File: src/rtl/beatmap_pkg.sv
// Shared types and constants for the beatmap sequencer: FSM encoding and ROM byte layout.
package beatmap_pkg;

    typedef enum logic [2:0] {
        S_IDLE,
        S_FETCH,
        S_WAIT,
        S_ARMED,
        S_EMIT,
        S_REST,
        S_DONE
    } state_t;

    localparam logic [3:0] END_NIBBLE = 4'hF;
    localparam int         MASK_LSB   = 0;
    localparam int         REST_LSB   = 4;
    localparam logic [7:0] EMPTY_BEAT = 8'h00;

    // Extracts one 4-bit field of a ROM byte.
    function automatic logic [3:0] field4(input logic [7:0] b, input int lsb);
        return b[lsb +: 4];
    endfunction

endpackage

File: src/rtl/beat_tick_gen.sv
// Beat divider: counts enabled cycles and pulses tick for one cycle every CLKS_PER_BEAT of them.
module beat_tick_gen #(
    parameter int CLKS_PER_BEAT = 12500000,
    parameter int DIV_W         = 24
) (
    input  logic clk,
    input  logic resetn,
    input  logic clr,
    input  logic en,
    output logic tick
);

    localparam logic [DIV_W-1:0] LAST = DIV_W'(CLKS_PER_BEAT - 1);

    logic [DIV_W-1:0] count_q, count_d;

    always_comb begin
        // NOTE: every output of a combinational block gets a default first, so no path can infer a latch.
        count_d = count_q;
        tick    = 1'b0;
        if (clr) begin
            count_d = '0;
        end else if (en) begin
            if (count_q == LAST) begin
                count_d = '0;
                tick    = 1'b1;
            end else begin
                count_d = count_q + DIV_W'(1);
            end
        end
    end

    // NOTE: state registers use non-blocking assignments so every flop samples pre-edge values.
    always_ff @(posedge clk) begin
        if (!resetn) count_q <= '0;
        else         count_q <= count_d;
    end

endmodule

File: src/rtl/beatmap_sequencer.sv
// Walks a beatmap ROM at a fixed tempo, emitting one note byte per beat and expanding rest counts.
// Define BEATMAP_LOOP_EN to restart from address 0 at the end of the map instead of stopping.
module beatmap_sequencer
    import beatmap_pkg::*;
#(
    parameter int ADDR_W        = 8,
    parameter int CLKS_PER_BEAT = 12500000,
    parameter int DIV_W         = 24
) (
    input  logic              clk,
    input  logic              resetn,
    input  logic              start,
    input  logic              pause,
    output logic              rom_rd_en,
    output logic [ADDR_W-1:0] rom_addr,
    input  logic [7:0]        rom_data,
    output logic              data_en,
    output logic [7:0]        data,
    input  logic              out_ready,
    output logic              busy,
    output logic              done,
    output logic              overrun
);

    state_t            state_q, state_d;
    logic [ADDR_W-1:0] addr_q, addr_d;
    logic [7:0]        byte_q, byte_d;
    logic [3:0]        rest_cnt_q, rest_cnt_d;
    logic [7:0]        data_q, data_d;
    logic              data_en_q, data_en_d;
    logic              pending_q, pending_d;
    logic              done_q, done_d;
    logic              overrun_q, overrun_d;

    logic start_ok, tick, accept, beat, go_next, go_done;

    assign busy     = (state_q != S_IDLE) && (state_q != S_DONE);
    assign start_ok = start && !busy;
    assign accept   = data_en_q && out_ready;
    assign beat     = !pause && (tick || pending_q);

    beat_tick_gen #(
        .CLKS_PER_BEAT(CLKS_PER_BEAT),
        .DIV_W        (DIV_W)
    ) u_tick (
        .clk   (clk),
        .resetn(resetn),
        .clr   (start_ok),
        .en    (busy && !pause),
        .tick  (tick)
    );

    always_comb begin
        state_d    = state_q;
        addr_d     = addr_q;
        byte_d     = byte_q;
        rest_cnt_d = rest_cnt_q;
        data_d     = data_q;
        data_en_d  = data_en_q;
        pending_d  = pending_q;
        done_d     = done_q;
        overrun_d  = overrun_q;
        go_next    = 1'b0;
        go_done    = 1'b0;

        case (state_q)
            S_IDLE, S_DONE: begin
                if (start) begin
                    addr_d    = '0;
                    done_d    = 1'b0;
                    overrun_d = 1'b0;
                    pending_d = 1'b0;
                    state_d   = S_FETCH;
                end
            end
            S_FETCH, S_WAIT: begin
                // A beat landing mid-fetch is remembered once; a second one is lost.
                if (tick) begin
                    if (pending_q) overrun_d = 1'b1;
                    else           pending_d = 1'b1;
                end
                if (state_q == S_FETCH) begin
                    state_d = S_WAIT;
                end else begin
                    byte_d = rom_data;
                    if (field4(rom_data, REST_LSB) == END_NIBBLE) begin
`ifdef BEATMAP_LOOP_EN
                        if (addr_q == '0) begin
                            go_done = 1'b1;
                        end else begin
                            addr_d  = '0;
                            state_d = S_FETCH;
                        end
`else
                        go_done = 1'b1;
`endif
                    end else begin
                        state_d = S_ARMED;
                    end
                end
            end
            S_ARMED: begin
                if (beat) begin
                    data_d     = {4'h0, field4(byte_q, MASK_LSB)};
                    data_en_d  = 1'b1;
                    rest_cnt_d = field4(byte_q, REST_LSB);
                    pending_d  = 1'b0;
                    if (tick && pending_q) overrun_d = 1'b1;
                    state_d    = S_EMIT;
                end
            end
            S_EMIT, S_REST: begin
                if (data_en_q) begin
                    if (accept) begin
                        data_en_d = 1'b0;
                        // A tick coinciding with acceptance belongs to the next beat.
                        if (tick) pending_d = 1'b1;
                        if (rest_cnt_q != 4'd0) state_d = S_REST;
                        else                    go_next = 1'b1;
                    end else if (tick) begin
                        overrun_d = 1'b1;
                    end
                end else if (beat) begin
                    data_d     = EMPTY_BEAT;
                    data_en_d  = 1'b1;
                    rest_cnt_d = rest_cnt_q - 4'd1;
                    pending_d  = 1'b0;
                    if (tick && pending_q) overrun_d = 1'b1;
                end
            end
            default: state_d = S_IDLE;
        endcase

        if (go_next) begin
            if (addr_q == '1) begin
`ifdef BEATMAP_LOOP_EN
                addr_d  = '0;
                state_d = S_FETCH;
`else
                go_done = 1'b1;
`endif
            end else begin
                addr_d  = addr_q + ADDR_W'(1);
                state_d = S_FETCH;
            end
        end
        if (go_done) begin
            state_d   = S_DONE;
            done_d    = 1'b1;
            pending_d = 1'b0;
        end
    end

    always_ff @(posedge clk) begin
        if (!resetn) begin
            state_q    <= S_IDLE;
            addr_q     <= '0;
            byte_q     <= '0;
            rest_cnt_q <= '0;
            data_q     <= '0;
            data_en_q  <= 1'b0;
            pending_q  <= 1'b0;
            done_q     <= 1'b0;
            overrun_q  <= 1'b0;
        end else begin
            state_q    <= state_d;
            addr_q     <= addr_d;
            byte_q     <= byte_d;
            rest_cnt_q <= rest_cnt_d;
            data_q     <= data_d;
            data_en_q  <= data_en_d;
            pending_q  <= pending_d;
            done_q     <= done_d;
            overrun_q  <= overrun_d;
        end
    end

    assign rom_rd_en = (state_q == S_FETCH);
    assign rom_addr  = addr_q;
    assign data_en   = data_en_q;
    assign data      = data_q;
    assign done      = done_q;
    assign overrun   = overrun_q;

endmodule

File: config.mk
export PLATFORM = sky130hd
export DESIGN_NAME = beatmap_sequencer
export DESIGN_NICKNAME = d
export VERILOG_FILES = /design/src/rtl/beatmap_pkg.sv /design/src/rtl/beat_tick_gen.sv /design/src/rtl/beatmap_sequencer.sv
export SDC_FILE = /design/constraint.sdc
export NUM_CORES = 1
export LEC_CHECK = 0
export BUFFER_PORTS_ARGS = -buffer_cell sky130_fd_sc_hd__buf_2
export CAP_MARGIN = 5
export CORE_ASPECT_RATIO = 0.5
export CORE_UTILIZATION = 40
export CTS_CLUSTER_SIZE = 20
export DETAILED_ROUTE_END_ITERATION = 8
export SLEW_MARGIN = 20
export SYNTH_ARGS = -nofsm -noshare
export SYNTH_HDL_FRONTEND = slang
export SYNTH_HIERARCHICAL = 1
export SYNTH_SLANG_ARGS = --single-unit
File: constraint.sdc
create_clock -name clk -period 2.3 [get_ports clk]
set_clock_uncertainty 0.05 [all_clocks]
set_input_delay 0.46 -clock clk [delete_from_list [all_inputs] [get_ports clk]]
set_output_delay 0.46 -clock clk [all_outputs]
set_load 0.05 [all_outputs]
# == Word level (Yosys, flattened, before mapping) ==
# Cells that the tools add are included.
# classes
n_addsub,3
eq_ne,19
muxes,57
bitwise,2
reduce_logical,27
# op_table
cell,n
2-to-1 mux 8 bit,7
2-to-1 mux 1 bit,30
2-to-1 mux 3 bit,10
adder 24 x 1 -> 24 bit (second input constant),1
== test 24 bit (second input constant),1
2-to-1 mux 24 bit,1
case mux 8 bit (2 select lines),1
2-to-1 mux 4 bit,3
inequality test 2 bit (second input constant),6
inequality test 3 bit (second input constant),4
case mux 3 bit (4 select lines),1
OR reduction 2 bit,5
== test 3 bit (second input constant),3
adder 8 x 1 -> 8 bit (second input constant),1
== test 8 bit (second input constant),1
case mux 1 bit (4 select lines),2
case mux 4 bit (2 select lines),1
nonzero test 4 bit,2
== test 3 x 2 -> 1 bit (second input constant),2
logical AND 1 bit,6
AND reduction 2 bit,3
AND reduction 6 bit,1
nonzero test 2 bit,3
== test 4 bit (second input constant),1
other kinds (10),12
# totals
reg_bits,59
inputBits,13

# == Longest topological paths before layout ==
# Gate-level depths: netlist of the first run.
# depth
word_depth,12
ltp_mapped,12
ltp_nobuf,10

# == Cells and area by module ==
# Netlist of the first run, hierarchy kept.
# modules_own_cells
module,n_inst,cells_each,area_per_inst_um2,seq_area_each_um2
beatmap_sequencer,1,216,1786.7,620.6
beat_tick_gen,1,141,1166.1,480.5

# == Worst setup path before layout of the first run ==
# Ideal clock, no wire load.
# synth_path
path_type,reg-to-reg
startpoint,register state_q[2]
endpoint,register data_q[0] (netlist: data[0])
arrival_ps,2762
t_required_ps,2122
slack_ps,-640
stages_incl_launch_ff,12
path_buffers,1
period_less_slack_ps,2940
cell_sequence,dfxtp_1 -> nor2b_1 -> or3_1 -> nor2b_1 -> and3_1 -> nand2_1 -> nor4_1 -> o21ba_2 -> a21boi_2 -> buf_4 -> mux2i_1 -> nor2_1
# synth_between
elab_chain_cells,9
# synth_lines
item,line_no,text
"start, declared",beatmap_sequencer.sv:25,"state_t state_q, state_d;"
"start signal, assigned",beatmap_sequencer.sv:166,state_q <= state_d;
inequality test 3 bit or nonzero test 3 bit (tied branches),beatmap_sequencer.sv:37,assign busy = (state_q != S_IDLE) && (state_q != S_DONE);
logical AND 1 bit *,beatmap_sequencer.sv:37,
via busy,beatmap_sequencer.sv:20,"output logic busy,"
logical AND 1 bit or zero test 1 bit (tied branches),"beatmap_sequencer.sv:49, beatmap_sequencer.sv:38",
2-to-1 mux 1 bit or logical AND 1 bit (tied branches),"beat_tick_gen.sv:23, beatmap_sequencer.sv:38",
2-to-1 mux 1 bit *,beat_tick_gen.sv:21,if (clr) begin
via tick,beatmap_sequencer.sv:35,"logic start_ok, tick, accept, beat, go_next, go_done;"
logical OR 1 bit *,beatmap_sequencer.sv:40,assign beat = !pause && (tick || pending_q);
logical AND 1 bit *,beatmap_sequencer.sv:40,
inequality test 2 bit (no source line),--,
AND reduction 4 bit (no source line) *,--,
"end signal, assigned",beatmap_sequencer.sv:170,data_q <= data_d;
"end, declared",beatmap_sequencer.sv:29,"logic [7:0] data_q, data_d;"
# The timed path passes the listed nets; every way through them passes the cells marked *.
# A chain may end at the register's enable or synchronous reset.

# == Worst setup path in the final report of the first run ==
# layout_path
startpoint,register state_q[1]
endpoint,register data_q[1] (netlist: data[1])
# layout_between
elab_chain_cells,9
# layout_lines
item,line_no
inequality test 3 bit or nonzero test 3 bit (tied branches),beatmap_sequencer.sv:37
logical AND 1 bit *,beatmap_sequencer.sv:37
logical AND 1 bit or zero test 1 bit (tied branches),"beatmap_sequencer.sv:49, beatmap_sequencer.sv:38"
2-to-1 mux 1 bit or logical AND 1 bit (tied branches),"beat_tick_gen.sv:23, beatmap_sequencer.sv:38"
2-to-1 mux 1 bit *,beat_tick_gen.sv:21
via tick,beatmap_sequencer.sv:35
logical OR 1 bit *,beatmap_sequencer.sv:40
logical AND 1 bit *,beatmap_sequencer.sv:40
inequality test 2 bit (no source line),--
AND reduction 4 bit (no source line) *,--
# Marks and branches as above.

==> flow_summary.json, run 1 <==
{
  "synth_warnings": 6,
  "cp.arrival_ns": 2.38,
  "final_area_um2": 3540,
  "nNetsFinal": 415,
  "fin_crit_sh": 0.980,
  "grt_max_degree": 25,
  "synthSimpleGateAreaFrac": 0.300,
  "fillers": 667,
  "gr-total-overflow": 0,
  "synth_top_family_by_area": "simple AND/OR/NAND/NOR gates",
  "r2r_end": "data[1]",
  "setup_violations": 0,
  "initial_utilization": 0.427,
  "ys_seq_elements": 55,
  "ir_drop_mv": 0.242,
  "synth_xor_area_frac": 0.0415,
  "dieArea_um2": 7750,
  "wl_um": 6820,
  "placed_area_um2": 3340,
  "ios": 34,
  "avgSynthCellArea_um2": 8.27,
  "final-seq-area_um2": 1110,
  "finalHoldViolations": 0,
  "min-delay-start": "rom_data[3]",
  "wl_per_cell_um": 13.9,
  "endpoint_kind": "flop",
  "synth_mux_area_frac": 0.0513,
  "antenna_found_initial": 0,
  "cts_tree": "done",
  "fmax_ghz": 0.444,
  "p_leak_nw": 1.28,
  "start_kind": "flop",
  "synth_area_um2": 2950,
  "hold_path_depth": 3,
  "rsz0062_at_grt": "yes",
  "crit_fanout": 11,
  "grtUsageTotal": 0.188,
  "synthesis.instances": 357,
  "clock_latency_ns": 0.29,
  "synthDominantCellAreaShare": 0.373,
  "required_ns": 2.43,
  "maxCapViolCount": 0,
  "postRouteAntennaNets": 0,
  "use_met2": 0.321,
  "dpl.hpwl_um": 4890,
  "r2r-start": "state_q[1]",
  "synth_edf_count": 0,
  "die_h_um": 62.8,
  "drive_above_1_share": 0.213,
  "use_met3": 0.0456,
  "switching_power_w": 0.000536,
  "slew_violations": 0,
  "finalNonFillerCells": 491,
  "synth_compound_area_frac": 0.163,
  "p_comb_frac": 0.145,
  "via_per_inst": 5.54,
  "cts-hold-fix-buffers": 0,
  "worst-r2r-cell-count": 11,
  "grt_pass1_vias": 2590,
  "synth_area_leaders": "dfxtp_1 37%, mux2i_1 4.7%, nor2_1 3.9%",
  "clk_path_buf_depth": 2,
  "power_density_nw_per_um2": 570,
  "firstDrtPassIters": 4,
  "path_class": "reg2reg",
  "min_to": "byte_q[3]",
  "seqPwrFrac": 0.488,
  "multiInputGateArea_um2": 1800,
  "placed_cells_incl_taps": 481,
  "h-tree-depth": 2,
  "hold_class": "in2reg",
  "area_growth_pct": 19.9,
  "ys_async_sr_fraction": 0,
  "io_buffers": 29,
  "worstMarginPinSlew_ns": 0.539,
  "run_status": "finished, final reports clean",
  "finish.utilization": 0.512,
  "drc_errors": 0,
  "gp_congestion": 0.812,
  "yosysSeqAreaShare": 0.373,
  "n_antenna_cell": 0,
  "ys_types": 58,
  "power.internal_w": 0.00148,
  "numCtsBuffers": 5,
  "min_period_ns": 2.25,
  "clk_pin_slew_ns": 0.07,
  "yosysTopAreaCell": "dfxtp_1",
  "rows": 21,
  "vias": 2718,
  "fp.dieW_um": 124,
  "p_clk_frac": 0.367,
  "synthFlopType": "dfxtp_1",
  "core_um2": 6910,
  "synthAdderAreaFrac": 0.0169,
  "grt_use_met1": 0.237,
  "p_sw_frac": 0.266,
  "cts_sinks": 55,
  "drtIter0Drc": 112,
  "r2r_slack_ns": 0.05,
  "cts-root-buf": "clkbuf_16",
  "slew_headroom": 0.640,
  "grt_busiest_layer": "met2",
  "grt_pass1_wl_um": 11600
}
## state kept, by name, summed over array words and instances (netlist names)
| name | count |
|---|---|
| pending_q | 1 |
| byte_q | 8 |
| rom_addr | 8 |
| overrun | 1 |
| u_tick/count_q | 24 |
| rest_cnt_q | 4 |
| state_q | 3 |
| data | 4 |
| done | 1 |
| data_en | 1 |
## cells in the mapped netlist (2+ instances only)
| cell type | number |
|---|---|
| xor2_1 | 6 |
| ha_1 | 4 |
| nand3_1 | 11 |
| or3_1 | 14 |
| clkbuf_1 | 8 |
| and2_1 | 9 |
| nand3b_1 | 4 |
| o21a_1 | 4 |
| and4b_1 | 2 |
| inv_1 | 9 |
| o31ai_1 | 2 |
| nand4b_1 | 3 |
| a211oi_1 | 3 |
| a31oi_1 | 3 |
| and4_1 | 4 |
| or2_2 | 3 |
| dfxtp_1 | 55 |
| nand2_1 | 29 |
| nor3_1 | 5 |
| or4_1 | 3 |
| o21ai_0 | 20 |
| and3_1 | 3 |
| nor2_1 | 31 |
| o211ai_1 | 5 |
| nor4_1 | 7 |
| nor2b_1 | 6 |
| o221ai_1 | 2 |
| nand2b_1 | 6 |
| a21oi_1 | 23 |
| nand4_1 | 13 |
| mux2i_1 | 14 |
| xnor2_1 | 8 |
| buf_2 | 7 |
| buf_4 | 5 |
| o2111ai_1 | 2 |
| or3b_1 | 2 |
## through the flow
step	total power (W)	setup TNS, ns	setup WS [ns]	hold slack [ns]
6_report	0.00202	0	0.0457	0.355
5_1_grt	0.00211	-0.264	-0.0698	0.348
4_1_cts	0.00204	0	0.0158	0.351
3_5_place_dp	0.00129	-0.0638	-0.0365	0.417
3_3_place_gp	0.00129	0	0.101	0.409
2_1_floorplan	0.00122	-0.125	-0.0253	0.396
## what timing repair did
| action | CTS | global route |
|---|---|---|
| resized for setup | 2 | 11 |
| pin swaps | 0 | 4 |
| endpoints found under the setup margin | 5 | 10 |
| buffers inserted | 0 | 2 |
## kinds of logic after synthesis
kind of cell / count (synthesis)
buf+inv: 32
other cells: 1
flops: 55
fa+ha+maj: 4
xor+xnor: 14
simple gates: 161
mux: 15
compound gates: 75
## routing by layer
| metal | up-vias | share of wire |
|---|---|---|
| met2 | 45 | 0.47 |
| met1 | 1296 | 0.49 |
| met3 | 7 | 0.035 |
| li1 | 1370 | - |
| met4 | 0 | 0.0070 |
| met5 | - | 0 |
## critical path: stages (launching register included)
cell and delay [ns]:
dfxtp_4 0.37, nor2b_4 0.15, or3_4 0.13, nor2b_4 0.13, and3_4 0.19, nand2_4 0.05, nor4_4 0.25, o21ba_4 0.19
a21boi_4 0.23, buf_12 0.16, mux2i_1 0.19, nor2_1 0.06
## placed cells by master (no fill, tap or decap), types with 11 or more instances in the layout
master / netlist / routed
mux2i_1: 14 / 14
buf_4: 5 / 24
nand2_1: 29 / 28
nand4_1: 13 / 13
nor2_1: 31 / 31
o21ai_0: 20 / 19
buf_2: 7 / 29
a21oi_1: 23 / 23
dfxtp_1: 55 / 53
nand3_1: 11 / 11
or3_1: 14 / 13
## worst max-delay path by stage
stage	from	to	slack [ns]	cells after the start
final	state_q[1]	data[1]	0.05	11
after floorplan	state_q[2]	data[0]	-0.03	12
after CTS	state_q[2]	data[1]	0.02	11
after global routing	state_q[1]	data[1]	-0.07	11
after detailed placement	state_q[1]	data[1]	-0.04	11
after global placement	state_q[2]	data[0]	0.10	11
## power groups by stage
| stage | sequential (W) | combinational, W | clock, W |
|---|---|---|---|
| final | 0.000984 | 0.000293 | 0.000739 |
| after CTS | 0.000985 | 0.000286 | 0.000767 |
| after global routing | 0.000987 | 0.000320 | 0.000806 |
| after floorplan | 0.00101 | 0.000208 | 0 |
| after global placement | 0.00101 | 0.000281 | 0 |
| after detailed placement | 0.00101 | 0.000285 | 0 |
## layout make-up
class,instances,area share
multi-input cells,273,0.508
flip-flops and latches,55,0.313
repair buffers,54,0.0975
clock buffers,5,0.0353
well taps,92,0.0325
inverters,9,0.00954
clock inverters,3,0.00424
Note: power is estimated with default switching activity, not from simulation.
==> run 2: changes to the inputs <==
CORE_ASPECT_RATIO = unset   (was 0.5)
CTS_BUF_LIST = sky130_fd_sc_hd__clkbuf_2   (was unset)
SLEW_MARGIN = 25   (was 20)
==> flow_summary.json, run 2 (synthesized netlist as in run 1, its figures left out) <==
{
  "fmax_ghz": 0.436,
  "postRouteAntennaNets": 0,
  "finalHoldViolations": 0,
  "vias": 2707,
  "dp_slack_ns": 0.00580,
  "fin_crit_sh": 0.996,
  "n_antenna_cell": 0,
  "worst-r2r-cell-count": 11,
  "io_buffers": 29,
  "crit_fanout": 11,
  "via_per_inst": 5.42,
  "crit_buf_inv": 1,
  "grt_pass1_wl_um": 11200,
  "rows": 30,
  "setup_violations": 0,
  "layout_common_cells": "53 x dfxtp_1, 31 x nor2_1, 28 x nand2_1, 28 x buf_2, 28 x buf_4",
  "dieArea_um2": 7730,
  "finalNonFillerCells": 499,
  "slew_headroom": 0.642,
  "gp_congestion": 0.790,
  "min_period_ns": 2.29,
  "path_common_cell": "nor2b_4",
  "largest_register_ffs": 24,
  "drtIter0Drc": 129,
  "endpoint_kind": "flop",
  "layout_setup_ws_ns": 0.00864,
  "placed_cells_incl_taps": 486,
  "power_density_nw_per_um2": 492,
  "grt_max_degree": 24,
  "cp_top_family": "simple AND/OR/NAND/NOR gates",
  "cts_tree": "done",
  "cts-root-buf": "clkbuf_2",
  "ios": 34,
  "drc_errors": 0,
  "critPathSlowestCell": "dfxtp_2",
  "antenna_found_initial": 0,
  "wl_um": 6620,
  "path_class": "reg2reg",
  "gr-total-overflow": 0,
  "p_leak_nw": 1.27,
  "fp.dieW_um": 87.9,
  "nNetsFinal": 419,
  "hold_path_depth": 3,
  "rsz0062_at_grt": "yes",
  "grtUsageTotal": 0.183,
  "worstSetupPathDepth": 11,
  "die_h_um": 87.9,
  "firstDrtPassIters": 4,
  "maxCapViolCount": 0,
  "cts_sinks": 55,
  "slew_violations": 0,
  "area_growth_pct": 18.6,
  "hold_class": "in2reg",
  "start_kind": "flop",
  "clock_latency_ns": 0.47,
  "grt_pass1_vias": 2491,
  "clk_path_buf_depth": 2,
  "h-tree-depth": 2,
  "clk_pin_slew_ns": 0.31,
  "initial_utilization": 0.425,
  "required_ns": 2.65,
  "crit_path_max_incr_delay_ns": 0.44,
  "final_common_cell": "dfxtp_1",
  "cp.arrival_ns": 2.64,
  "max_flop_register": "u_tick/count_q",
  "drive_above_1_share": 0.228,
  "wl_per_cell_um": 13.3,
  "fillers": 672,
  "cp_cell_sequence": "nor2b_4, or3_4, nor2b_4, and3_4, nand2_4, nor4_4, o21ba_4, a21boi_4, buf_12, a21oi_1, a211oi_1",
  "core_um2": 6940,
  "ir_drop_mv": 0.241,
  "dpl.hpwl_um": 4690,
  "run_status": "finished, final reports clean",
  "worstMarginPinSlew_ns": 0.537,
  "cts-hold-fix-buffers": 0,
  "numCtsBuffers": 5,
  "setup_tns_ns": 0
}
## run 2: changes by cell type in the layout (fill, tap and decap cells not counted), sizes merged
cell    before  now
clkinv       3    1
inv          9   11
buf         54   58
## run 2: power breakdown
group | switching [W] | internal, W | total (W)
Sequential | 0.0000132 | 0.000978 | 0.000991
Combinational | 0.000186 | 0.000130 | 0.000316
Clock | 0.000335 | 0.0000814 | 0.000417
## run 2: timing repair
| item | CTS | global route |
|---|---|---|
| endpoints found under the setup margin | 6 | 12 |
| endpoints found under the hold margin | 0 | 0 |
| setup buffers | 0 | 5 |
| pin swaps | 0 | 5 |
| gates resized for setup | 3 | 16 |
## run 2: worst reg2reg max path, stage by stage, from the launching register on
cell and delay (ns):
dfxtp_2 0.44, nor2b_4 0.16, or3_4 0.13, nor2b_4 0.13, and3_4 0.19, nand2_4 0.05
nor4_4 0.26, o21ba_4 0.19, a21boi_4 0.22, buf_12 0.15, a21oi_1 0.06, a211oi_1 0.21
## run 2: layout make-up
| type | count | area [um^2] | area share |
|---|---|---|---|
| multi-input combinational | 273 | 1820 | 0.518 |
| tap | 96 | 120 | 0.0343 |
| clock buffer | 5 | 25.0 | 0.00714 |
| timing repair buffer | 58 | 382 | 0.109 |
| inverter | 9 | 33.8 | 0.00964 |
| clock inverter | 3 | 21.3 | 0.00607 |
| sequential | 55 | 1110 | 0.316 |
## run 2: stage by stage
step                       util  area, um^2  hold WS (ns)  total power [W]
after floorplan               -        3030         0.396          0.00122
after global placement    0.482        3350         0.399          0.00130
after detailed placement  0.482        3350         0.405          0.00130
after CTS                 0.490        3400         0.115          0.00173
after global routing      0.505        3500         0.103          0.00182
final                     0.505        3500         0.154          0.00172
## run 2: path summary, 6_finish.rpt
kind	slack [ns]	from	to
max	0.009	state_q[2]	rest_cnt_q[0]
min	0.15	rom_data[0]	byte_q[0]
max reg2reg	0.009	state_q[2]	rest_cnt_q[0]
min reg2reg	0.43	done	done
## run 2: routing by layer
| layer | part of all wire | wire length (um) | GRT usage | vias to the layer above |
|---|---|---|---|---|
| li1 | - | - | - | 1378 |
| met1 | 0.52 | 3430 | 0.256 | 1272 |
| met3 | 0.034 | 227 | 0.0349 | 4 |
| met4 | 0.0076 | 50 | 0.0596 | 0 |
| met5 | 0 | 0 | 0 | - |
| met2 | 0.44 | 2910 | 0.283 | 53 |
==> run 3: changes to the inputs <==
CORE_ASPECT_RATIO = 0.7   (was unset)
GPL_TIMING_DRIVEN = 1   (was unset)
==> flow_summary.json, run 3 (synthesized netlist as in run 1, its figures left out) <==
{
  "drtIter0Drc": 143,
  "critPathSlowestCell": "dfxtp_4",
  "drive_above_1_share": 0.225,
  "final_common_cell": "dfxtp_1",
  "min_to": "byte_q[2]",
  "clk_pin_slew_ns": 0.29,
  "gr-total-overflow": 0,
  "ios": 34,
  "maxCapViolCount": 0,
  "fmax_ghz": 0.435,
  "min-delay-start": "rom_data[2]",
  "layout_common_cells": "51 x dfxtp_1, 31 x nor2_1, 29 x buf_2",
  "max_flop_register": "u_tick/count_q",
  "io_buffers": 29,
  "fillers": 683,
  "clock_latency_ns": 0.44,
  "grt_pass1_vias": 2403,
  "cts-hold-fix-buffers": 0,
  "crit_fanout": 4,
  "cts_sinks": 55,
  "layout_setup_ws_ns": 0.00355,
  "dpl.hpwl_um": 5050,
  "cts_tree": "done",
  "worst-r2r-cell-count": 12,
  "hold_class": "in2reg",
  "endpoint_kind": "flop",
  "min_period_ns": 2.30,
  "dp_slack_ns": 0.0170,
  "setup_tns_ns": 0,
  "power_density_nw_per_um2": 506,
  "crit_path_max_incr_delay_ns": 0.43,
  "grtUsageTotal": 0.184,
  "path_common_cell": "nor2b_4",
  "initial_utilization": 0.425,
  "firstDrtPassIters": 4,
  "clk_path_buf_depth": 2,
  "ir_drop_mv": 0.246,
  "setup_violations": 0,
  "gp_congestion": 0.828,
  "placed_cells_incl_taps": 485,
  "worstMarginPinSlew_ns": 0.560,
  "r2r-start": "state_q[2]",
  "cts-root-buf": "clkbuf_2",
  "slew_headroom": 0.626,
  "path_class": "reg2reg",
  "rows": 25,
  "required_ns": 2.65,
  "via_per_inst": 5.45,
  "rsz0062_at_grt": "yes",
  "vias": 2715,
  "core_um2": 6940,
  "dieArea_um2": 7740,
  "h-tree-depth": 2,
  "die_h_um": 73.9,
  "area_growth_pct": 19.2,
  "cp.arrival_ns": 2.65,
  "p_leak_nw": 1.27,
  "fin_crit_sh": 0.998,
  "grt_max_degree": 25,
  "largest_register_ffs": 24,
  "r2r_slack_ns": 0.004,
  "nNetsFinal": 420,
  "cp_cell_sequence": "nor2b_4, or3_4, nor2b_4, and3_4, nand2_2, nor4_4, o21ba_4, a21boi_4, buf_4, clkbuf_16, o21a_1, o21ai_0",
  "fp.dieW_um": 105,
  "wl_per_cell_um": 14.1,
  "run_status": "finished, final reports clean",
  "antenna_found_initial": 0,
  "grt_pass1_wl_um": 11500,
  "postRouteAntennaNets": 0,
  "r2r_end": "rest_cnt_q[2]",
  "n_antenna_cell": 0,
  "numCtsBuffers": 5,
  "drc_errors": 0,
  "hold_path_depth": 3,
  "start_kind": "flop",
  "finalHoldViolations": 0,
  "p_total_w": 0.00178,
  "slew_violations": 0,
  "wl_um": 7010,
  "finalNonFillerCells": 498
}
[run 3: worst max path at each step]
stage | end | slack (ns) | start
floorplan | data[0] | -0.03 | state_q[2]
global placement | data[2] | 0.05 | state_q[2]
detailed placement | data[0] | 0.02 | state_q[1]
CTS | u_tick/count_q[17] | 0.04 | state_q[1]
global route | rest_cnt_q[2] | -0.11 | state_q[2]
finish | rest_cnt_q[2] | 0.004 | state_q[2]
[run 3: worst max-delay path, delay by kind of cell (launching register included)]
kind	cells	cell delay, ns
and+or+nand+nor	6	0.89
AOI/OAI and AO/OA	4	0.60
DFF	1	0.43
buffers and inverters	2	0.29
[run 3: what timing repair did]
item	CTS	global route
gates resized for setup	2	12
buffers inserted	0	4
endpoints found under the setup margin	6	12
gates cloned	0	1
pin swaps	0	4
[run 3: final cells by class]
| cell class | count | area [um^2] | share of cell area |
|---|---|---|---|
| clock buffer | 5 | 25.0 | 0.00711 |
| clock inverter | 3 | 38.8 | 0.0110 |
| inverter | 9 | 33.8 | 0.00959 |
| multi-input combinational | 273 | 1790 | 0.509 |
| sequential | 55 | 1110 | 0.316 |
| tap | 94 | 118 | 0.0334 |
| timing repair buffer | 59 | 404 | 0.115 |
[run 3: report_power, final]
part / internal (W) / switching [W]
sequential: 0.000976 / 0.0000151
clock: 0.000179 / 0.000310
combinational: 0.000118 / 0.000184
[run 3: stage by stage]
stage          instance area [um^2]  hold slack [ns]  utilization
2_1_floorplan                  3030            0.396            -
3_3_place_gp                   3350            0.398        0.483
3_5_place_dp                   3350            0.399        0.483
4_1_cts                        3420            0.153        0.493
5_1_grt                        3520            0.164        0.507
6_report                       3520            0.197        0.507
[run 3: per-layer routing]
metal / wire length (um) / up-vias / part of all wire / GRT usage
li1: - / 1378 / - / -
met1: 3830 / 1266 / 0.55 / 0.285
met2: 2790 / 67 / 0.40 / 0.265
met3: 361 / 4 / 0.052 / 0.0302
met4: 23 / 0 / 0.0033 / 0.0376
met5: 0 / - / 0 / 0
